[src/rtl/stream_frame_check.sv]
`default_nettype none
// +----------------------------------------------------------------------------+
// | stream_frame_check: 2-cycle fval/lval/data pass-through with per-frame     |
// | line/pixel geometry checks. Option: STREAM_FRAME_CHECK_STICKY_EN.  Rev 1.0 |
// +----------------------------------------------------------------------------+
module stream_frame_check #(
  parameter int DATA_WIDTH  = 10,
  parameter int CHANNEL_NUM = 1,
  parameter int REG_WD      = 32,
  parameter int CNT_WD      = 16
) (
  input  logic                              clk_pix,
  input  logic                              reset_pix_n,
  input  logic                              i_fval,
  input  logic                              i_lval,
  input  logic [DATA_WIDTH*CHANNEL_NUM-1:0] iv_pix_data,
  input  logic [REG_WD-1:0]                 iv_width_expect,
  input  logic [REG_WD-1:0]                 iv_height_expect,
`ifdef STREAM_FRAME_CHECK_STICKY_EN
  input  logic                              i_err_clr,
  output logic                              o_err_sticky,
`endif
  output logic                              o_fval,
  output logic                              o_lval,
  output logic [DATA_WIDTH*CHANNEL_NUM-1:0] ov_pix_data,
  output logic                              o_frame_done,
  output logic [CNT_WD-1:0]                 ov_frame_width,
  output logic [CNT_WD-1:0]                 ov_frame_height,
  output logic                              o_width_err,
  output logic                              o_height_err,
  output logic [REG_WD-1:0]                 ov_frame_cnt,
  output logic [REG_WD-1:0]                 ov_err_frame_cnt
);

  localparam int                PW      = DATA_WIDTH * CHANNEL_NUM;
  localparam logic [CNT_WD-1:0] CNT_ONE = CNT_WD'(1);
  localparam logic [REG_WD-1:0] REG_ONE = REG_WD'(1);

  typedef enum logic [1:0] {S_IDLE, S_WAIT, S_FRAME, S_DONE} state_t;

  state_t            state_q, state_d;
  logic              valid1_q, valid1_d;
  logic              fval1_q, fval1_d, lval1_q, lval1_d;
  logic              fval2_q, fval2_d, lval2_q, lval2_d;
  logic [PW-1:0]     data1_q, data1_d, data_out_q, data_out_d;
  logic              fval_out_q, fval_out_d, lval_out_q, lval_out_d;
  logic [CNT_WD-1:0] exp_w_q, exp_w_d, exp_h_q, exp_h_d;
  logic [CNT_WD-1:0] pix_q, pix_d, line_q, line_d, wmax_q, wmax_d;
  logic              werr_acc_q, werr_acc_d;
  logic              done_q, done_d;
  logic [CNT_WD-1:0] width_q, width_d, height_q, height_d;
  logic              werr_q, werr_d, herr_q, herr_d;
  logic [REG_WD-1:0] fcnt_q, fcnt_d, efcnt_q, efcnt_d;
  logic              g1, g2, f_rise, f_fall;

  logic w_unused_expect_hi;
  assign w_unused_expect_hi = ^{iv_width_expect[REG_WD-1:CNT_WD], iv_height_expect[REG_WD-1:CNT_WD]};

  function automatic logic [CNT_WD-1:0] sat_inc(input logic [CNT_WD-1:0] v);
    return (&v) ? v : v + CNT_ONE;
  endfunction

  always_comb begin
    // A pixel exists only where both fval and lval are high; lines are runs of that.
    g1     = fval1_q & lval1_q;
    g2     = fval2_q & lval2_q;
    f_rise = fval1_q & ~fval2_q;
    f_fall = ~fval1_q & fval2_q;

    valid1_d   = 1'b1;
    fval1_d    = i_fval;
    lval1_d    = i_lval;
    data1_d    = iv_pix_data;
    fval2_d    = fval1_q;
    lval2_d    = lval1_q;
    data_out_d = data1_q;
    fval_out_d = fval1_q & (state_q != S_IDLE);
    lval_out_d = lval1_q & fval1_q & (state_q != S_IDLE);

    state_d    = state_q;
    exp_w_d    = exp_w_q;
    exp_h_d    = exp_h_q;
    pix_d      = pix_q;
    line_d     = line_q;
    wmax_d     = wmax_q;
    werr_acc_d = werr_acc_q;
    done_d     = 1'b0;
    width_d    = width_q;
    height_d   = height_q;
    werr_d     = werr_q;
    herr_d     = herr_q;
    fcnt_d     = fcnt_q;
    efcnt_d    = efcnt_q;

    case (state_q)
      S_IDLE: begin
        if (valid1_q && !fval1_q) state_d = S_WAIT;
      end
      S_WAIT: begin
        if (f_rise) begin
          state_d    = S_FRAME;
          exp_w_d    = iv_width_expect[CNT_WD-1:0];
          exp_h_d    = iv_height_expect[CNT_WD-1:0];
          pix_d      = lval1_q ? CNT_ONE : '0;
          line_d     = '0;
          wmax_d     = '0;
          werr_acc_d = 1'b0;
        end
      end
      S_FRAME: begin
        if (g1) pix_d = g2 ? sat_inc(pix_q) : CNT_ONE;
        if (g2 && !g1) begin
          line_d = sat_inc(line_q);
          if (pix_q > wmax_q) wmax_d = pix_q;
          if ((exp_w_q != '0) && (pix_q != exp_w_q)) werr_acc_d = 1'b1;
        end
        // Status is loaded on the edge into S_DONE so it is valid alongside the done pulse.
        if (f_fall) begin
          state_d  = S_DONE;
          done_d   = 1'b1;
          width_d  = wmax_d;
          height_d = line_d;
          werr_d   = werr_acc_d;
          herr_d   = (exp_h_q != '0) && (line_d != exp_h_q);
          fcnt_d   = fcnt_q + REG_ONE;
          if (werr_acc_d || herr_d) efcnt_d = efcnt_q + REG_ONE;
        end
      end
      S_DONE:  state_d = S_WAIT;
      default: state_d = S_IDLE;
    endcase
  end

  always_ff @(posedge clk_pix or negedge reset_pix_n) begin
    if (!reset_pix_n) begin
      state_q    <= S_IDLE;
      valid1_q   <= 1'b0;
      fval1_q    <= 1'b0;
      lval1_q    <= 1'b0;
      fval2_q    <= 1'b0;
      lval2_q    <= 1'b0;
      data1_q    <= '0;
      data_out_q <= '0;
      fval_out_q <= 1'b0;
      lval_out_q <= 1'b0;
      exp_w_q    <= '0;
      exp_h_q    <= '0;
      pix_q      <= '0;
      line_q     <= '0;
      wmax_q     <= '0;
      werr_acc_q <= 1'b0;
      done_q     <= 1'b0;
      width_q    <= '0;
      height_q   <= '0;
      werr_q     <= 1'b0;
      herr_q     <= 1'b0;
      fcnt_q     <= '0;
      efcnt_q    <= '0;
    end else begin
      state_q    <= state_d;
      valid1_q   <= valid1_d;
      fval1_q    <= fval1_d;
      lval1_q    <= lval1_d;
      fval2_q    <= fval2_d;
      lval2_q    <= lval2_d;
      data1_q    <= data1_d;
      data_out_q <= data_out_d;
      fval_out_q <= fval_out_d;
      lval_out_q <= lval_out_d;
      exp_w_q    <= exp_w_d;
      exp_h_q    <= exp_h_d;
      pix_q      <= pix_d;
      line_q     <= line_d;
      wmax_q     <= wmax_d;
      werr_acc_q <= werr_acc_d;
      done_q     <= done_d;
      width_q    <= width_d;
      height_q   <= height_d;
      werr_q     <= werr_d;
      herr_q     <= herr_d;
      fcnt_q     <= fcnt_d;
      efcnt_q    <= efcnt_d;
    end
  end

`ifdef STREAM_FRAME_CHECK_STICKY_EN
  logic sticky_q, sticky_d;

  always_comb begin
    sticky_d = sticky_q;
    if ((state_q == S_DONE) && (werr_q || herr_q)) sticky_d = 1'b1;
    else if (i_err_clr)                              sticky_d = 1'b0;
  end

  always_ff @(posedge clk_pix or negedge reset_pix_n) begin
    if (!reset_pix_n) sticky_q <= 1'b0;
    else              sticky_q <= sticky_d;
  end

  assign o_err_sticky = sticky_q;
`endif

  assign o_fval           = fval_out_q;
  assign o_lval           = lval_out_q;
  assign ov_pix_data      = data_out_q;
  assign o_frame_done     = done_q;
  assign ov_frame_width   = width_q;
  assign ov_frame_height  = height_q;
  assign o_width_err      = werr_q;
  assign o_height_err     = herr_q;
  assign ov_frame_cnt     = fcnt_q;
  assign ov_err_frame_cnt = efcnt_q;

endmodule
`default_nettype wire

[config.mk]
export PLATFORM = sky130hd
export DESIGN_NAME = stream_frame_check
export DESIGN_NICKNAME = d
export VERILOG_FILES = /design/src/rtl/stream_frame_check.sv
export SDC_FILE = /design/constraint.sdc
export NUM_CORES = 1
export LEC_CHECK = 0
export CAP_MARGIN = 20
export CORE_MARGIN = 3
export CORE_UTILIZATION = 55
export CTS_BUF_LIST = sky130_fd_sc_hd__clkbuf_2
export DETAILED_ROUTE_END_ITERATION = 10
export GPL_ROUTABILITY_DRIVEN = 0
export PLACE_DENSITY = 0.83
export SLEW_MARGIN = 15
export SYNTH_ARGS = -nofsm -noshare
export SYNTH_HDL_FRONTEND = slang
export SYNTH_SLANG_ARGS = --single-unit
[constraint.sdc]
create_clock -name clk_pix -period 4 [get_ports clk_pix]
set_input_delay 0.4 -clock clk_pix [delete_from_list [all_inputs] [get_ports clk_pix]]
set_output_delay 0.4 -clock clk_pix [all_outputs]
set_load 0.1 [all_outputs]
# After elaboration in Yosys (flattened, before gate mapping)
# Cells that the tools add are included.
[totals]
regBits = 209
output_inout_bits = 111
word_cells = 91
[op_classes]
add_sub_neg = 4
magnitude_cmp = 1
eq_ne = 10
mux = 25
bitwise_logic = 8
reduce_logical = 20
[ops]
columns = ["op", "count"]
rows = [
  ["16-bit 2-to-1 mux", 10],
  ["16-bit one-hot mux with 2 select lines", 3],
  ["32-bit by 1-bit adder with 32-bit output, second input constant", 2],
  ["16-bit by 1-bit adder with 16-bit output, second input constant", 2],
  ["16-bit inequality test", 2],
  ["16-bit AND reduction", 2],
  ["16-bit nonzero test", 2],
  ["16-bit greater-than comparator", 1],
  ["2-bit inequality test, second input constant", 4],
  ["2-bit one-hot mux with 4 select lines", 1],
  ["1-bit 2-to-1 mux", 7],
  ["1-bit bitwise AND", 6],
  ["2-bit 2-to-1 mux", 3],
  ["2-bit AND reduction", 3],
  ["3-bit AND reduction", 2],
  ["2-bit == test, second input constant", 2],
  ["1-bit logical AND", 4],
  ["4-bit AND reduction", 1],
  ["2-bit nonzero test", 2],
  ["3-bit inequality test, second input constant", 1],
  ["2-bit by 1-bit == test with 1-bit output, second input constant", 1],
  ["1-bit zero test", 2],
  ["2-bit zero test", 1],
  ["1-bit NOT", 2],
  ["other kinds (2)", 2],
]

# Logic depth before layout (Yosys ltp)
# Gate-level depths: netlist (run 1).
[depth]
word_depth = 9
ltp_mapped = 13

# Worst setup path after synthesis (run 1)
# Ideal clock, no wire load.
[synth_path]
kind = "register to register"
start = "register line_q[0]"
end = "register efcnt_q[1] (netlist: ov_err_frame_cnt[1])"
setup_time_ps = 129
arrival_time_ps = 3187
required_ps = 3871
path_slack_ps = 684
stages_incl_launch_ff = 11
n_path_buf = 0
period_less_slack_ps = 3316
path_cell_list = "dfrtp_1 ha_1 and3_1 nand4_1 nor3b_1 o32ai_1 or4_1 nor4b_2 a41o_2 a21o_1 mux2_1"
[synth_between]
elab_chain_len = 8
elab_cells_between_ends = 9
[synth_lines]
columns = ["element", "line_no", "text"]
rows = [
  ["start: declaration", "48", "logic [CNT_WD-1:0] pix_q, pix_d, line_q, line_d, wmax_q, wmax_d;"],
  ["start signal: assignment", "173", "line_q <= line_d;"],
  ["16-bit by 1-bit adder with 16-bit output or 16-bit AND reduction (tied branches)", "60", "return (&v) ? v : v + CNT_ONE;"],
  ["16-bit 2-to-1 mux", "60", ""],
  ["16-bit 2-to-1 mux (*)", "112", "if (g2 && !g1) begin"],
  ["16-bit 2-to-1 mux (*)", "95", "case (state_q)"],
  ["16-bit inequality test (*)", "124", "herr_d = (exp_h_q != '0) && (line_d != exp_h_q);"],
  ["1-bit logical AND (*)", "124", ""],
  ["1-bit logical OR (*)", "126", "if (werr_acc_d || herr_d) efcnt_d = efcnt_q + REG_ONE;"],
  ["3-bit AND reduction (no line) (*)", "--", ""],
  ["end signal: assignment", "182", "efcnt_q <= efcnt_d;"],
  ["end: declaration", "53", "logic [REG_WD-1:0] fcnt_q, fcnt_d, efcnt_q, efcnt_d;"],
]
# Mark *: on every way between the ends. The rest lies on a longest branch, timed or not. The select of a mux whose other input is x is not followed.
# A chain may end at the register's enable or synchronous reset.

# Worst setup path in the final report (run 1)
[layout_path]
start = "register fval2_q"
end = "register efcnt_q[18] (netlist: ov_err_frame_cnt[18])"
[layout_between]
elab_chain_len = 8
elab_cells_between_ends = 11
[layout_lines]
columns = ["element", "line_no", "text"]
rows = [
  ["start: declaration", "44", "logic fval2_q, fval2_d, lval2_q, lval2_d;"],
  ["start signal: assignment", "164", "fval2_q <= fval2_d;"],
  ["1-bit bitwise AND", "66", "g2 = fval2_q & lval2_q;"],
  ["1-bit logical AND", "112", ""],
  ["16-bit 2-to-1 mux", "112", ""],
  ["16-bit 2-to-1 mux", "95", ""],
  ["16-bit inequality test", "124", ""],
  ["1-bit logical AND", "124", ""],
  ["1-bit logical OR", "126", ""],
  ["3-bit AND reduction (no line) (*)", "--", ""],
]
# Marked as above.

==> flow_summary.html, run 1 <==
<table>
<tr><th>Metric</th><th>Value</th></tr>
<tr><th colspan="2">Power and ir drop</th></tr>
<tr><td>Leakage power of the design</td><td>5.72 nW</td></tr>
<tr><td>P per Cell Area</td><td>450 mW/mm2</td></tr>
<tr><td>Worst supply voltage drop on vdd</td><td>0.306 mV</td></tr>
<tr><td>Internal Pwr Total</td><td>3.55 mW</td></tr>
<tr><td>Sequential group share of total power</td><td>0.465</td></tr>
<tr><td>Net switching fraction of the power</td><td>0.384</td></tr>
<tr><td>Portion of total power attributed to the clock network</td><td>0.246</td></tr>
<tr><td>Fraction of power consumed by combinational cells</td><td>0.289</td></tr>
<tr><td>Switching Power</td><td>2.21 mW</td></tr>
<tr><th colspan="2">Detailed routing</th></tr>
<tr><td>Sum of routed wire length over all layers</td><td>24,500 um</td></tr>
<tr><td>Avg Vias per Cell</td><td>5.86</td></tr>
<tr><td>Number of antenna-violating nets in the routed design</td><td>0</td></tr>
<tr><td>Number of search-and-repair iterations in the first detailed-routing pass</td><td>5</td></tr>
<tr><td>Via count</td><td>8,582</td></tr>
<tr><td>Initial DRC Count</td><td>708</td></tr>
<tr><td>Number of design rule violations left after detail routing</td><td>0</td></tr>
<tr><td>Post-DR wirelength/cell</td><td>16.7 um</td></tr>
<tr><th colspan="2">Worst setup path</th></tr>
<tr><td>R2R depth</td><td>10</td></tr>
<tr><td>Element type at the critical path start</td><td>register</td></tr>
<tr><td>Type of the worst setup path</td><td>register to register</td></tr>
<tr><td>Reg-to-Reg End</td><td>ov_err_frame_cnt[18]</td></tr>
<tr><td>Flop-to-flop setup slack</td><td>0.23 ns</td></tr>
<tr><td>WP data required</td><td>4.68 ns</td></tr>
<tr><td>Endpoint type of the worst setup path</td><td>register</td></tr>
<tr><td>Largest driver fanout on the critical path</td><td>22</td></tr>
<tr><td>Worst endpoint data arrival time</td><td>4.46 ns</td></tr>
<tr><td>Worst r2r src</td><td>fval2_q</td></tr>
<tr><th colspan="2">Place</th></tr>
<tr><td>Post-placement setup slack</td><td>0.297 ns</td></tr>
<tr><td>Total half-perimeter wirelength after legalization and detailed placement</td><td>16,800 um</td></tr>
<tr><td>Count of buffers from port buffering</td><td>156</td></tr>
<tr><th colspan="2">Die</th></tr>
<tr><td>Die Width</td><td>144 um</td></tr>
<tr><td>Area of the core</td><td>0.0183 mm2</td></tr>
<tr><td>Full die area</td><td>0.0207 mm2</td></tr>
<tr><td>Vertical die dimension</td><td>144 um</td></tr>
<tr><td>I/O pin cnt</td><td>189</td></tr>
<tr><td>Std-Cell Rows</td><td>49</td></tr>
<tr><td>Initial cell density of the core</td><td>0.570</td></tr>
<tr><th colspan="2">Run status</th></tr>
<tr><td>Result of the run</td><td>finished clean</td></tr>
<tr><th colspan="2">Timing</th></tr>
<tr><td>RSZ-0062 raised after global routing</td><td>false</td></tr>
<tr><td>Final Hold Fails</td><td>0</td></tr>
<tr><td>Worst hold slack</td><td>0.0916 ns</td></tr>
<tr><td>Final setup viols</td><td>0</td></tr>
<tr><td>Part of the cycle the worst path needs</td><td>0.943</td></tr>
<tr><td>Time the final worst path needs with I/O delays and setup</td><td>3.77 ns</td></tr>
<tr><td>Slew of the pin with the lowest slew margin</td><td>1.03 ns</td></tr>
<tr><td>Max-Slew Margin vs Limit</td><td>0.309</td></tr>
<tr><td>Achievable frequency</td><td>0.265 GHz</td></tr>
<tr><td>Crit path setup slack, layout</td><td>0.227 ns</td></tr>
<tr><td>Number of max-slew violations in the final report</td><td>0</td></tr>
<tr><td>Maximum clock skew at final layout</td><td>0.0675 ns</td></tr>
<tr><td>Final setup TNS</td><td>0 ns</td></tr>
<tr><th colspan="2">Clock tree</th></tr>
<tr><td>Worst-case clock buffer depth</td><td>3</td></tr>
<tr><td>Clock tree sinks</td><td>209</td></tr>
<tr><td>CTS tree</td><td>built</td></tr>
<tr><td>CTS root buffer</td><td>sky130_fd_sc_hd__clkbuf_2</td></tr>
<tr><td>Total clock buffers created by CTS</td><td>54</td></tr>
<tr><td>Clock input transition at the sequential cells of the worst setup and hold paths</td><td>0.10 ns</td></tr>
<tr><td>Clock latency on the worst-skew pair</td><td>0.82 ns</td></tr>
<tr><td>H-tree levels</td><td>2</td></tr>
<tr><th colspan="2">Logic synthesis</th></tr>
<tr><td>Number of distinct library cells after synthesis</td><td>62</td></tr>
<tr><td>Top-area cell type share of the netlist area</td><td>0.500</td></tr>
<tr><td>Most area-consuming cells after synthesis</td><td>sky130_fd_sc_hd__dfrtp_1 50%, sky130_fd_sc_hd__xor2_1 4.7%, sky130_fd_sc_hd__mux2_2 3.6%, sky130_fd_sc_hd__nand2_1 3.6%, sky130_fd_sc_hd__xnor2_1 3.5%</td></tr>
<tr><td>Synthesized net count</td><td>1,122</td></tr>
<tr><td>Top FF cell, synth</td><td>sky130_fd_sc_hd__dfrtp_1</td></tr>
<tr><td>Post-synthesis share of cell area spent on full adders, half adders and majority gates</td><td>0.0287</td></tr>
<tr><td>Number of warnings issued by yosys</td><td>0</td></tr>
<tr><td>Parity-gate share of the synthesized area counting xor and xnor cells</td><td>0.0821</td></tr>
<tr><td>Mux contribution to synthesized area</td><td>0.0405</td></tr>
<tr><td>Share of synthesized area occupied by flip-flops and latches</td><td>0.500</td></tr>
<tr><td>Area fraction in and, or, nand and nor cells after synthesis</td><td>0.179</td></tr>
<tr><td>Post-synthesis sequential element count</td><td>209</td></tr>
<tr><td>Fraction of the mapped netlist area in compound gates</td><td>0.132</td></tr>
<tr><td>Post-synthesis cell area</td><td>0.0105 mm2</td></tr>
<tr><td>Count of flip-flops with a built-in enable after synthesis</td><td>0</td></tr>
<tr><td>Post-synthesis async set-or-reset flop share</td><td>1.00</td></tr>
<tr><td>Mean area per synthesized cell</td><td>10.2 um2</td></tr>
<tr><td>Largest area contributor in the synthesized netlist</td><td>sky130_fd_sc_hd__dfrtp_1</td></tr>
<tr><td>Main combinational cell family by area after synthesis</td><td>simple AND/OR/NAND/NOR gates</td></tr>
<tr><td>Number of instances in the synthesized netlist</td><td>1,020</td></tr>
<tr><th colspan="2">GRT</th></tr>
<tr><td>Number of antenna violations at the first check in global routing</td><td>1</td></tr>
<tr><td>Global-route congestion overflow total</td><td>0</td></tr>
<tr><td>Wire length of the first global-routing pass</td><td>40,500 um</td></tr>
<tr><td>Largest net degree at the start of global routing</td><td>88</td></tr>
<tr><td>Number of global-route vias before repair</td><td>8,299</td></tr>
<tr><td>Overall Global Routing Usage</td><td>0.237</td></tr>
<tr><th colspan="2">Cells and area</th></tr>
<tr><td>Fraction of layout cells with a size suffix above 1</td><td>0.122</td></tr>
<tr><td>Footprint of the multi-input gates</td><td>0.00485 mm2</td></tr>
<tr><td>Fillers</td><td>1,379</td></tr>
<tr><td>Register area</td><td>0.00523 mm2</td></tr>
<tr><td>Number of nets in the final layout</td><td>1,299</td></tr>
<tr><td>Area delta synth-&gt;final</td><td>22.4%</td></tr>
<tr><th colspan="2">Job</th></tr>
<tr><td>Number of max-cap violations</td><td>0</td></tr>
<tr><th colspan="2">Worst hold path</th></tr>
<tr><td>Endpoint of the worst hold-timing path</td><td>lval1_q</td></tr>
<tr><td>Hold/Removal Path Class</td><td>input port to register</td></tr>
<tr><td>Launch point of the worst hold path</td><td>i_lval</td></tr>
<tr><td>Hold-critical path depth</td><td>1</td></tr>
</table>
-- power groups by stage --
stage,registers [mW],clock network [mW],logic (mW)
after floorplan,3.05,0,0.825
after global placement,2.70,0,1.62
after detailed placement,2.72,0,1.66
after CTS,2.68,1.48,1.67
after global routing,2.72,1.59,1.80
final,2.68,1.42,1.67
-- kinds of logic after synthesis --
family / count (synthesis)
compound gates: 199
other cells: 1
simple gates: 357
buf+inv: 94
flops: 209
xor+xnor: 98
mux: 38
fa+ha+maj: 24
-- worst max-delay path, stage by stage, from the launching register on --
cell and delay [ns]:
sky130_fd_sc_hd__dfrtp_1 0.42, sky130_fd_sc_hd__and2_1 0.41, sky130_fd_sc_hd__nand2_4 0.16, sky130_fd_sc_hd__or4_1 0.66
sky130_fd_sc_hd__and3_1 0.24, sky130_fd_sc_hd__or4_1 0.52, sky130_fd_sc_hd__nor4b_2 0.28, sky130_fd_sc_hd__a41o_2 0.43
sky130_fd_sc_hd__buf_12 0.20, sky130_fd_sc_hd__a211oi_1 0.11, sky130_fd_sc_hd__xor2_1 0.20
-- Yosys cell counts (4+ instances only) --
library cell and number:
sky130_fd_sc_hd__o22ai_1 4, sky130_fd_sc_hd__o31ai_1 13, sky130_fd_sc_hd__xor2_1 56, sky130_fd_sc_hd__xnor2_1 42, sky130_fd_sc_hd__a2111oi_2 6, sky130_fd_sc_hd__nor3_1 20
sky130_fd_sc_hd__and4_1 12, sky130_fd_sc_hd__or3_1 5, sky130_fd_sc_hd__and2_1 14, sky130_fd_sc_hd__ha_1 24, sky130_fd_sc_hd__clkbuf_1 45, sky130_fd_sc_hd__nor2_1 45
sky130_fd_sc_hd__nand3_1 46, sky130_fd_sc_hd__o21ai_0 58, sky130_fd_sc_hd__and3_1 23, sky130_fd_sc_hd__mux2i_1 4, sky130_fd_sc_hd__o21a_1 4, sky130_fd_sc_hd__a21oi_1 22
sky130_fd_sc_hd__nand2_1 99, sky130_fd_sc_hd__buf_4 4, sky130_fd_sc_hd__inv_1 28, sky130_fd_sc_hd__a211oi_1 23, sky130_fd_sc_hd__a21o_1 10, sky130_fd_sc_hd__nand2b_1 11
sky130_fd_sc_hd__a2111oi_0 4, sky130_fd_sc_hd__o211ai_1 17, sky130_fd_sc_hd__a31oi_1 6, sky130_fd_sc_hd__or2_2 5, sky130_fd_sc_hd__buf_2 9, sky130_fd_sc_hd__mux2_2 33
sky130_fd_sc_hd__nand4_1 44, sky130_fd_sc_hd__dfrtp_1 209, sky130_fd_sc_hd__or4_1 5, sky130_fd_sc_hd__a22o_1 16, sky130_fd_sc_hd__nor2b_1 7, sky130_fd_sc_hd__nor4_1 14
-- state kept, by name (all words and copies together), names as in the netlist, 16 cells and up --
signal,cells
ov_frame_height,16
pix_q,16
ov_frame_cnt,32
exp_w_q,16
ov_err_frame_cnt,32
line_q,16
ov_frame_width,16
exp_h_q,16
wmax_q,16
-- cells in the final DEF (no fill, tap or decap), drive strengths merged, types with 13 or more instances in the layout --
master and count:
a22o 16, mux2 34, dfrtp 209, clkdlybuf4s50 155
a21oi 22, clkinv 15, nor4 15, and3 23
clkbuf 76, buf 18, o211ai 17, ha 24
and2 14, nand3 46, xnor2 42, nand4 46
nor3 20, nand2 100, a211oi 23, o21ai 58
xor2 56, nor2 45, inv 29, o31ai 13
-- worst max path at each step --
stage / startpoint / end / slack [ns] / depth (start not counted)
global route: line_q[0] / ov_err_frame_cnt[18] / 0.003 / 11
detailed placement: line_q[0] / ov_err_frame_cnt[1] / 0.30 / 10
CTS: line_q[0] / ov_err_frame_cnt[1] / 0.24 / 10
floorplan: line_q[0] / ov_err_frame_cnt[1] / 0.68 / 10
finish: fval2_q / ov_err_frame_cnt[18] / 0.23 / 10
global placement: line_q[0] / ov_err_frame_cnt[1] / 0.37 / 10
-- routing by layer --
metal | global-route usage | wire [um] | part of all wire | up-vias
li1 | - | - | - | 4048
met1 | 0.340 | 10800 | 0.44 | 4156
met2 | 0.373 | 11400 | 0.46 | 339
met3 | 0.0416 | 1840 | 0.075 | 39
met4 | 0.0719 | 431 | 0.018 | 0
met5 | 0 | 0 | 0 | -
-- through the flow --
step           std cells  instance area [um2]  power [mW]  utilization
6_report            1464                12800        5.76        0.698
5_1_grt             1464                12800        6.11        0.698
4_1_cts             1463                12800        5.82        0.698
3_5_place_dp        1358                12200        4.37        0.665
3_3_place_gp        1358                12200        4.32        0.665
2_1_floorplan       1020                10500        3.87            -
-- cell type report --
class / count / share of cell area
clock inverter: 18 / 0.00792
antenna: 1 / 0.000196
tap: 229 / 0.0224
multi-input combinational: 717 / 0.379
timing repair buffer: 186 / 0.144
sequential: 209 / 0.409
inverter: 29 / 0.00851
clock buffer: 75 / 0.0293
-- timing repair --
action                                 CTS  global route
gates resized for setup                  0             0
endpoints found under the hold margin   96             0
hold buffers                            12             0
buffers inserted                         0             0
Note: power is estimated with default switching activity, not from simulation.
==> run 2, diff against run 1 <==
--- a/config.mk
+++ b/config.mk
@@ -11,7 +11,9 @@
 export CTS_BUF_LIST = sky130_fd_sc_hd__clkbuf_2
 export DETAILED_ROUTE_END_ITERATION = 10
 export GPL_ROUTABILITY_DRIVEN = 0
+export MAX_ROUTING_LAYER = met4
 export PLACE_DENSITY = 0.83
+export SETUP_SLACK_MARGIN = 0.5
 export SLEW_MARGIN = 15
 export SYNTH_ARGS = -nofsm -noshare
 export SYNTH_HDL_FRONTEND = slang
==> flow_summary.html, run 2 (same netlist as run 1, synthesis figures left out) <==
<table>
<tr><th>Metric</th><th>Value</th></tr>
<tr><th colspan="2">Die</th></tr>
<tr><td>I/O pin cnt</td><td>189 (unchanged)</td></tr>
<tr><td>Initial cell density of the core</td><td>0.570 (unchanged)</td></tr>
<tr><td>Area of the core</td><td>0.0183 mm2 (unchanged)</td></tr>
<tr><td>Std-Cell Rows</td><td>49 (unchanged)</td></tr>
<tr><td>Full die area</td><td>0.0207 mm2 (unchanged)</td></tr>
<tr><td>Vertical die dimension</td><td>144 um (unchanged)</td></tr>
<tr><td>Die Width</td><td>144 um (unchanged)</td></tr>
<tr><th colspan="2">Detailed routing</th></tr>
<tr><td>Number of antenna-violating nets in the routed design</td><td>0 (unchanged)</td></tr>
<tr><td>Initial DRC Count</td><td>730 (was 708)</td></tr>
<tr><td>Sum of routed wire length over all layers</td><td>26,000 um (was 24,500 um)</td></tr>
<tr><td>Via count</td><td>8,939 (was 8,582)</td></tr>
<tr><td>Number of search-and-repair iterations in the first detailed-routing pass</td><td>5 (unchanged)</td></tr>
<tr><td>Number of design rule violations left after detail routing</td><td>0 (unchanged)</td></tr>
<tr><td>Post-DR wirelength/cell</td><td>17.5 um (was 16.7 um)</td></tr>
<tr><td>Avg Vias per Cell</td><td>6.03 (was 5.86)</td></tr>
<tr><th colspan="2">Cells and area</th></tr>
<tr><td>Highest-count cells in the layout ignoring fill and taps</td><td>198 x sky130_fd_sc_hd__dfrtp_1, 155 x sky130_fd_sc_hd__clkdlybuf4s50_1, 99 x sky130_fd_sc_hd__nand2_1 (was 209 x sky130_fd_sc_hd__dfrtp_1, 155 x sky130_fd_sc_hd__clkdlybuf4s50_1, 99 x sky130_fd_sc_hd__nand2_1)</td></tr>
<tr><td>Number of nets in the final layout</td><td>1,318 (was 1,299)</td></tr>
<tr><td>Most common cell after layout, fill and taps aside</td><td>sky130_fd_sc_hd__dfrtp_1 (unchanged)</td></tr>
<tr><td>Area delta synth-&gt;final</td><td>26.0% (was 22.4%)</td></tr>
<tr><td>Fraction of layout cells with a size suffix above 1</td><td>0.160 (was 0.122)</td></tr>
<tr><td>Finished Layout Cells</td><td>1,483 (was 1,464)</td></tr>
<tr><th colspan="2">Timing</th></tr>
<tr><td>Max-Slew Margin vs Limit</td><td>0.303 (was 0.309)</td></tr>
<tr><td>Number of max-slew violations in the final report</td><td>0 (unchanged)</td></tr>
<tr><td>Final setup viols</td><td>0 (unchanged)</td></tr>
<tr><td>Time the final worst path needs with I/O delays and setup</td><td>3.54 ns (was 3.77 ns)</td></tr>
<tr><td>Achievable frequency</td><td>0.283 GHz (was 0.265 GHz)</td></tr>
<tr><td>Part of the cycle the worst path needs</td><td>0.885 (was 0.943)</td></tr>
<tr><td>Final setup TNS</td><td>0 ns (unchanged)</td></tr>
<tr><td>Slew of the pin with the lowest slew margin</td><td>1.04 ns (was 1.03 ns)</td></tr>
<tr><td>Final Hold Fails</td><td>0 (unchanged)</td></tr>
<tr><td>RSZ-0062 raised after global routing</td><td>false (unchanged)</td></tr>
<tr><td>Maximum clock skew at final layout</td><td>0.0808 ns (was 0.0675 ns)</td></tr>
<tr><th colspan="2">Clock tree</th></tr>
<tr><td>Worst-case clock buffer depth</td><td>3 (unchanged)</td></tr>
<tr><td>Clock input transition at the sequential cells of the worst setup and hold paths</td><td>0.09 ns (was 0.10 ns)</td></tr>
<tr><td>Clock tree sinks</td><td>209 (unchanged)</td></tr>
<tr><td>Clock latency on the worst-skew pair</td><td>0.85 ns (was 0.82 ns)</td></tr>
<tr><td>CTS root buffer</td><td>sky130_fd_sc_hd__clkbuf_2 (unchanged)</td></tr>
<tr><td>H-tree levels</td><td>2 (unchanged)</td></tr>
<tr><td>CTS tree</td><td>built (unchanged)</td></tr>
<tr><td>Total clock buffers created by CTS</td><td>54 (unchanged)</td></tr>
<tr><th colspan="2">GRT</th></tr>
<tr><td>Overall Global Routing Usage</td><td>0.252 (was 0.237)</td></tr>
<tr><td>Global-route congestion overflow total</td><td>0 (unchanged)</td></tr>
<tr><td>Number of antenna violations at the first check in global routing</td><td>1 (unchanged)</td></tr>
<tr><td>Wire length of the first global-routing pass</td><td>41,500 um (was 40,500 um)</td></tr>
<tr><td>Number of global-route vias before repair</td><td>8,429 (was 8,299)</td></tr>
<tr><td>Largest net degree at the start of global routing</td><td>88 (unchanged)</td></tr>
<tr><th colspan="2">Job</th></tr>
<tr><td>Number of max-cap violations</td><td>0 (unchanged)</td></tr>
<tr><th colspan="2">Worst setup path</th></tr>
<tr><td>WP data required</td><td>4.74 ns (was 4.68 ns)</td></tr>
<tr><td>Worst endpoint data arrival time</td><td>4.28 ns (was 4.46 ns)</td></tr>
<tr><td>R2R depth</td><td>12 (was 10)</td></tr>
<tr><td>Endpoint type of the worst setup path</td><td>register (unchanged)</td></tr>
<tr><td>Flop-to-flop setup slack</td><td>0.46 ns (was 0.23 ns)</td></tr>
<tr><td>Worst r2r src</td><td>line_q[14] (was fval2_q)</td></tr>
<tr><td>Type of the worst setup path</td><td>register to register (unchanged)</td></tr>
<tr><td>Element type at the critical path start</td><td>register (unchanged)</td></tr>
<tr><td>Largest driver fanout on the critical path</td><td>8 (was 22)</td></tr>
<tr><td>Reg-to-Reg End</td><td>ov_err_frame_cnt[29] (was ov_err_frame_cnt[18])</td></tr>
<tr><th colspan="2">Worst hold path</th></tr>
<tr><td>Hold/Removal Path Class</td><td>input port to register (unchanged)</td></tr>
<tr><td>Hold-critical path depth</td><td>1 (unchanged)</td></tr>
<tr><td>Endpoint of the worst hold-timing path</td><td>lval1_q (unchanged)</td></tr>
<tr><td>Launch point of the worst hold path</td><td>i_lval (unchanged)</td></tr>
<tr><th colspan="2">Run status</th></tr>
<tr><td>Result of the run</td><td>finished clean (unchanged)</td></tr>
<tr><th colspan="2">Place</th></tr>
<tr><td>Count of buffers from port buffering</td><td>156 (unchanged)</td></tr>
<tr><td>Total half-perimeter wirelength after legalization and detailed placement</td><td>16,800 um (unchanged)</td></tr>
<tr><td>Post-Place Cells</td><td>1,358 (unchanged)</td></tr>
<tr><th colspan="2">Power and ir drop</th></tr>
<tr><td>P per Cell Area</td><td>448 mW/mm2 (was 450 mW/mm2)</td></tr>
<tr><td>Leakage power of the design</td><td>5.84 nW (was 5.72 nW)</td></tr>
<tr><td>Worst supply voltage drop on vdd</td><td>0.306 mV (about the same)</td></tr>
</table>
-- run 2: cell type report --
type / instances / area [um2]
Clock inverter: 18 / 101
Sequential cell: 209 / 5240
Timing Repair Buffer: 204 / 2000
Fill cell: 1296 / 5150
Clock buffer: 75 / 375
Multi-Input combinational cell: 718 / 5060
Inverter: 29 / 109
Antenna cell: 1 / 2.50
Tap cell: 229 / 287
-- run 2: worst max-delay path by stage --
| stage | startpoint | end | slack [ns] | cells past startpoint |
|---|---|---|---|---|
| 4_1_cts | line_q[9] | ov_err_frame_cnt[18] | 0.50 | 11 |
| 3_3_place_gp | line_q[0] | ov_err_frame_cnt[1] | 0.37 | 10 |
| 3_5_place_dp | line_q[0] | ov_err_frame_cnt[1] | 0.30 | 10 |
| 6_report | line_q[14] | ov_err_frame_cnt[29] | 0.46 | 12 |
| 5_1_grt | line_q[15] | ov_err_frame_cnt[29] | 0.38 | 12 |
| 2_1_floorplan | line_q[0] | ov_err_frame_cnt[1] | 0.68 | 10 |
-- run 2: stage by stage --
stage	instance area (um2)	power [mW]	util	hold WS [ns]	setup WS, ns
after CTS	12900	5.88	0.706	0.00350	0.504
final	13200	5.91	0.719	0.0725	0.461
after floorplan	10500	3.87	-	0.104	0.684
after global routing	13200	6.23	0.719	0.0155	0.381
after detailed placement	12200	4.37	0.665	0.337	0.297
after global placement	12200	4.32	0.665	0.332	0.371
-- run 2: critical path: stages, from the launching register on --
cell and delay (ns):
sky130_fd_sc_hd__dfrtp_1 0.51, sky130_fd_sc_hd__nand4_1 0.27, sky130_fd_sc_hd__buf_4 0.24, sky130_fd_sc_hd__nor3_1 0.45
sky130_fd_sc_hd__nor2_1 0.18, sky130_fd_sc_hd__o32a_1 0.39, sky130_fd_sc_hd__o211a_1 0.13, sky130_fd_sc_hd__nor4b_4 0.14
sky130_fd_sc_hd__buf_4 0.15, sky130_fd_sc_hd__a41o_4 0.27, sky130_fd_sc_hd__buf_4 0.13, sky130_fd_sc_hd__a2111oi_2 0.38
sky130_fd_sc_hd__xor2_1 0.17
-- run 2: layer usage --
layer / part of all wire / global-route usage
met5: 0 / -
met4: 0.022 / 0.0773
met3: 0.086 / 0.0436
met2: 0.46 / 0.380
met1: 0.43 / 0.352
-- run 2: report_power, final --
group	internal [mW]	leakage [nW]	switching [mW]
registers	2.37	2.75	0.323
clock network	0.569	0.349	0.859
logic	0.659	2.74	1.12
total	3.60	5.84	2.31
-- run 2: what timing repair did --
item | 4_1_cts | 5_1_grt
cloned | 1 | 1
hold buffers | 12 | 0
hold endpoints to repair | 96 | 0
setup buffers | 7 | 10
pin swaps | 2 | 9
resized for setup | 16 | 29
endpoints found under the setup margin | 33 | 33
==> run 3, diff against run 2 <==
--- a/config.mk
+++ b/config.mk
@@ -11,6 +11,7 @@
 export CTS_BUF_LIST = sky130_fd_sc_hd__clkbuf_2
 export DETAILED_ROUTE_END_ITERATION = 10
 export GPL_ROUTABILITY_DRIVEN = 0
+export HOLD_SLACK_MARGIN = 0.1
 export MAX_ROUTING_LAYER = met4
 export PLACE_DENSITY = 0.83
 export SETUP_SLACK_MARGIN = 0.5
==> flow_summary.html, run 3 (same netlist as run 1, synthesis figures left out) <==
<table>
<tr><th>Metric</th><th>Value</th></tr>
<tr><th colspan="2">Detailed routing</th></tr>
<tr><td>Number of antenna-violating nets in the routed design</td><td>0 (unchanged)</td></tr>
<tr><td>Sum of routed wire length over all layers</td><td>26,100 um (was 26,000 um)</td></tr>
<tr><td>Avg Vias per Cell</td><td>5.99 (was 6.03)</td></tr>
<tr><td>Number of search-and-repair iterations in the first detailed-routing pass</td><td>7 (was 5)</td></tr>
<tr><td>Number of design rule violations left after detail routing</td><td>0 (unchanged)</td></tr>
<tr><td>Post-DR wirelength/cell</td><td>17.6 um (was 17.5 um)</td></tr>
<tr><td>Via count</td><td>8,885 (was 8,939)</td></tr>
<tr><td>Initial DRC Count</td><td>807 (was 730)</td></tr>
<tr><th colspan="2">Die</th></tr>
<tr><td>Vertical die dimension</td><td>144 um (unchanged)</td></tr>
<tr><td>Initial cell density of the core</td><td>0.570 (unchanged)</td></tr>
<tr><td>Full die area</td><td>0.0207 mm2 (unchanged)</td></tr>
<tr><td>Std-Cell Rows</td><td>49 (unchanged)</td></tr>
<tr><td>I/O pin cnt</td><td>189 (unchanged)</td></tr>
<tr><td>Die Width</td><td>144 um (unchanged)</td></tr>
<tr><td>Area of the core</td><td>0.0183 mm2 (unchanged)</td></tr>
<tr><th colspan="2">Worst hold path</th></tr>
<tr><td>Hold/Removal Path Class</td><td>input port to async pin (was input port to register)</td></tr>
<tr><th colspan="2">Worst setup path</th></tr>
<tr><td>Slowest CP cell</td><td>sky130_fd_sc_hd__dfrtp_1 (unchanged)</td></tr>
<tr><td>Type of the worst setup path</td><td>register to register (unchanged)</td></tr>
<tr><td>Element type at the critical path start</td><td>register (unchanged)</td></tr>
<tr><td>Cell breakdown of the critical path</td><td>nand4_1 &gt; buf_4 &gt; nor3_1 &gt; nor2_1 &gt; o32a_1 &gt; o211a_1 &gt; nor4b_4 &gt; buf_4 &gt; a41o_4 &gt; buf_4 &gt; a2111oi_2 &gt; xor2_1 (unchanged)</td></tr>
<tr><td>Largest driver fanout on the critical path</td><td>8 (unchanged)</td></tr>
<tr><td>Buf+Inv Stages, Crit Path</td><td>3 (unchanged)</td></tr>
<tr><td>Largest stage delay on the critical path</td><td>0.51 ns (about the same)</td></tr>
<tr><td>WP data required</td><td>4.73 ns (was 4.74 ns)</td></tr>
<tr><td>Most used cell along the critical path</td><td>sky130_fd_sc_hd__buf_4 (unchanged)</td></tr>
<tr><td>Endpoint type of the worst setup path</td><td>register (unchanged)</td></tr>
<tr><td>Family with the most delay on the worst path</td><td>compound AO/OA/AOI/OAI gates (unchanged)</td></tr>
<tr><td>Worst endpoint data arrival time</td><td>4.25 ns (was 4.28 ns)</td></tr>
<tr><th colspan="2">Timing</th></tr>
<tr><td>RSZ-0062 raised after global routing</td><td>false (unchanged)</td></tr>
<tr><td>Maximum clock skew at final layout</td><td>0.0773 ns (was 0.0808 ns)</td></tr>
<tr><td>Final setup TNS</td><td>0 ns (unchanged)</td></tr>
<tr><td>Final setup viols</td><td>0 (unchanged)</td></tr>
<tr><td>Final Hold Fails</td><td>0 (unchanged)</td></tr>
<tr><td>Max-Slew Margin vs Limit</td><td>0.304 (was 0.303)</td></tr>
<tr><td>Achievable frequency</td><td>0.284 GHz (was 0.283 GHz)</td></tr>
<tr><td>Time the final worst path needs with I/O delays and setup</td><td>3.52 ns (was 3.54 ns)</td></tr>
<tr><td>Number of max-slew violations in the final report</td><td>0 (unchanged)</td></tr>
<tr><td>Part of the cycle the worst path needs</td><td>0.880 (was 0.885)</td></tr>
<tr><td>Slew of the pin with the lowest slew margin</td><td>1.04 ns (about the same)</td></tr>
<tr><th colspan="2">Clock tree</th></tr>
<tr><td>Worst-case clock buffer depth</td><td>3 (unchanged)</td></tr>
<tr><td>Clock latency on the worst-skew pair</td><td>0.84 ns (was 0.85 ns)</td></tr>
<tr><td>Clock tree sinks</td><td>209 (unchanged)</td></tr>
<tr><td>Total clock buffers created by CTS</td><td>54 (unchanged)</td></tr>
<tr><td>CTS tree</td><td>built (unchanged)</td></tr>
<tr><td>H-tree levels</td><td>2 (unchanged)</td></tr>
<tr><td>CTS root buffer</td><td>sky130_fd_sc_hd__clkbuf_2 (unchanged)</td></tr>
<tr><td>Clock input transition at the sequential cells of the worst setup and hold paths</td><td>0.10 ns (was 0.09 ns)</td></tr>
<tr><th colspan="2">GRT</th></tr>
<tr><td>Number of global-route vias before repair</td><td>8,429 (unchanged)</td></tr>
<tr><td>Largest net degree at the start of global routing</td><td>88 (unchanged)</td></tr>
<tr><td>Overall Global Routing Usage</td><td>0.252 (unchanged)</td></tr>
<tr><td>Global-route congestion overflow total</td><td>0 (unchanged)</td></tr>
<tr><td>Number of antenna violations at the first check in global routing</td><td>1 (unchanged)</td></tr>
<tr><td>Wire length of the first global-routing pass</td><td>41,500 um (unchanged)</td></tr>
<tr><th colspan="2">Job</th></tr>
<tr><td>Number of max-cap violations</td><td>0 (unchanged)</td></tr>
<tr><th colspan="2">Cells and area</th></tr>
<tr><td>Area delta synth-&gt;final</td><td>26.1% (was 26.0%)</td></tr>
<tr><td>Most common cell after layout, fill and taps aside</td><td>sky130_fd_sc_hd__dfrtp_1 (unchanged)</td></tr>
<tr><td>Footprint of the multi-input gates</td><td>0.00506 mm2 (unchanged)</td></tr>
<tr><td>Fillers</td><td>1,297 (was 1,296)</td></tr>
<tr><td>Register area</td><td>0.00524 mm2 (unchanged)</td></tr>
<tr><td>Number of nets in the final layout</td><td>1,319 (was 1,318)</td></tr>
<tr><td>Fraction of layout cells with a size suffix above 1</td><td>0.159 (was 0.160)</td></tr>
<tr><td>Finished Layout Cells</td><td>1,484 (was 1,483)</td></tr>
<tr><td>Highest-count cells in the layout ignoring fill and taps</td><td>198 x sky130_fd_sc_hd__dfrtp_1, 155 x sky130_fd_sc_hd__clkdlybuf4s50_1, 99 x sky130_fd_sc_hd__nand2_1 (unchanged)</td></tr>
<tr><th colspan="2">Power and ir drop</th></tr>
<tr><td>P per Cell Area</td><td>448 mW/mm2 (about the same)</td></tr>
<tr><td>Leakage power of the design</td><td>5.84 nW (about the same)</td></tr>
<tr><td>Worst supply voltage drop on vdd</td><td>0.306 mV (about the same)</td></tr>
<tr><th colspan="2">Place</th></tr>
<tr><td>Count of buffers from port buffering</td><td>156 (unchanged)</td></tr>
<tr><td>Total half-perimeter wirelength after legalization and detailed placement</td><td>16,800 um (unchanged)</td></tr>
<tr><td>Post-Place Cells</td><td>1,358 (unchanged)</td></tr>
<tr><th colspan="2">Run status</th></tr>
<tr><td>Result of the run</td><td>finished clean (unchanged)</td></tr>
</table>
-- run 3: path summary, 6_finish.rpt --
check	from	to	slack, ns	cells after the start
max	line_q[14]	ov_err_frame_cnt[29]	0.48	12
min	reset_pix_n	ov_err_frame_cnt[12]	0.16	2
max reg2reg	line_q[14]	ov_err_frame_cnt[29]	0.48	12
min reg2reg	data1_q[2]	ov_pix_data[2]	0.36	0
max in group asynchronous	reset_pix_n	ov_frame_cnt[8]	2.83	3
min in group clk_pix	iv_height_expect[4]	exp_h_q[4]	0.17	2
-- run 3: per-stage QoR --
| step | total power [mW] | utilization | worst slack [ns] | cell area, um2 | hold WS (ns) |
|---|---|---|---|---|---|
| 4_1_cts | 5.88 | 0.707 | 0.504 | 13000 | 0.100 |
| 2_1_floorplan | 3.87 | - | 0.684 | 10500 | 0.104 |
| 5_1_grt | 6.23 | 0.719 | 0.381 | 13200 | 0.0979 |
| 3_3_place_gp | 4.32 | 0.665 | 0.371 | 12200 | 0.332 |
| 3_5_place_dp | 4.37 | 0.665 | 0.297 | 12200 | 0.337 |
| 6_report | 5.90 | 0.719 | 0.479 | 13200 | 0.162 |
-- run 3: cell type report --
cell class / count / area share
antenna: 1 / 0.000190
clock buffer: 75 / 0.0285
clock inverter: 18 / 0.00769
inverter: 29 / 0.00826
multi-input combinational: 718 / 0.384
sequential: 209 / 0.398
tap: 229 / 0.0217
timing repair buffer: 205 / 0.152
-- run 3: worst register-to-register path: stages, from the launching register on --
cell	delay, ns
sky130_fd_sc_hd__dfrtp_1	0.51
sky130_fd_sc_hd__nand4_1	0.27
sky130_fd_sc_hd__buf_4	0.24
sky130_fd_sc_hd__nor3_1	0.45
sky130_fd_sc_hd__nor2_1	0.18
sky130_fd_sc_hd__o32a_1	0.39
sky130_fd_sc_hd__o211a_1	0.13
sky130_fd_sc_hd__nor4b_4	0.14
sky130_fd_sc_hd__buf_4	0.15
sky130_fd_sc_hd__a41o_4	0.27
sky130_fd_sc_hd__buf_4	0.14
sky130_fd_sc_hd__a2111oi_2	0.37
sky130_fd_sc_hd__xor2_1	0.17
-- run 3: repair_timing --
item | CTS | global route
setup endpoints to repair | 33 | 33
resized for setup | 16 | 29
hold endpoints to repair | 97 | 0
gates cloned | 1 | 1
pin swaps | 2 | 9
hold buffers | 13 | 0
setup buffers | 7 | 10
-- run 3: where the power goes --
group	switching, mW	total (mW)	internal, mW
clock	0.857	1.43	0.569
combinational	1.12	1.78	0.660
sequential	0.323	2.69	2.37
total	2.30	5.90	3.60
-- run 3: layer usage --
layer / global-route usage / vias to the layer above / routed length [um]
met3: 0.0436 / 62 / 2140
met2: 0.380 / 414 / 11900
met4: 0.0773 / 0 / 592
met1: 0.352 / 4297 / 11400
met5: - / - / 0
li1: - / 4112 / -
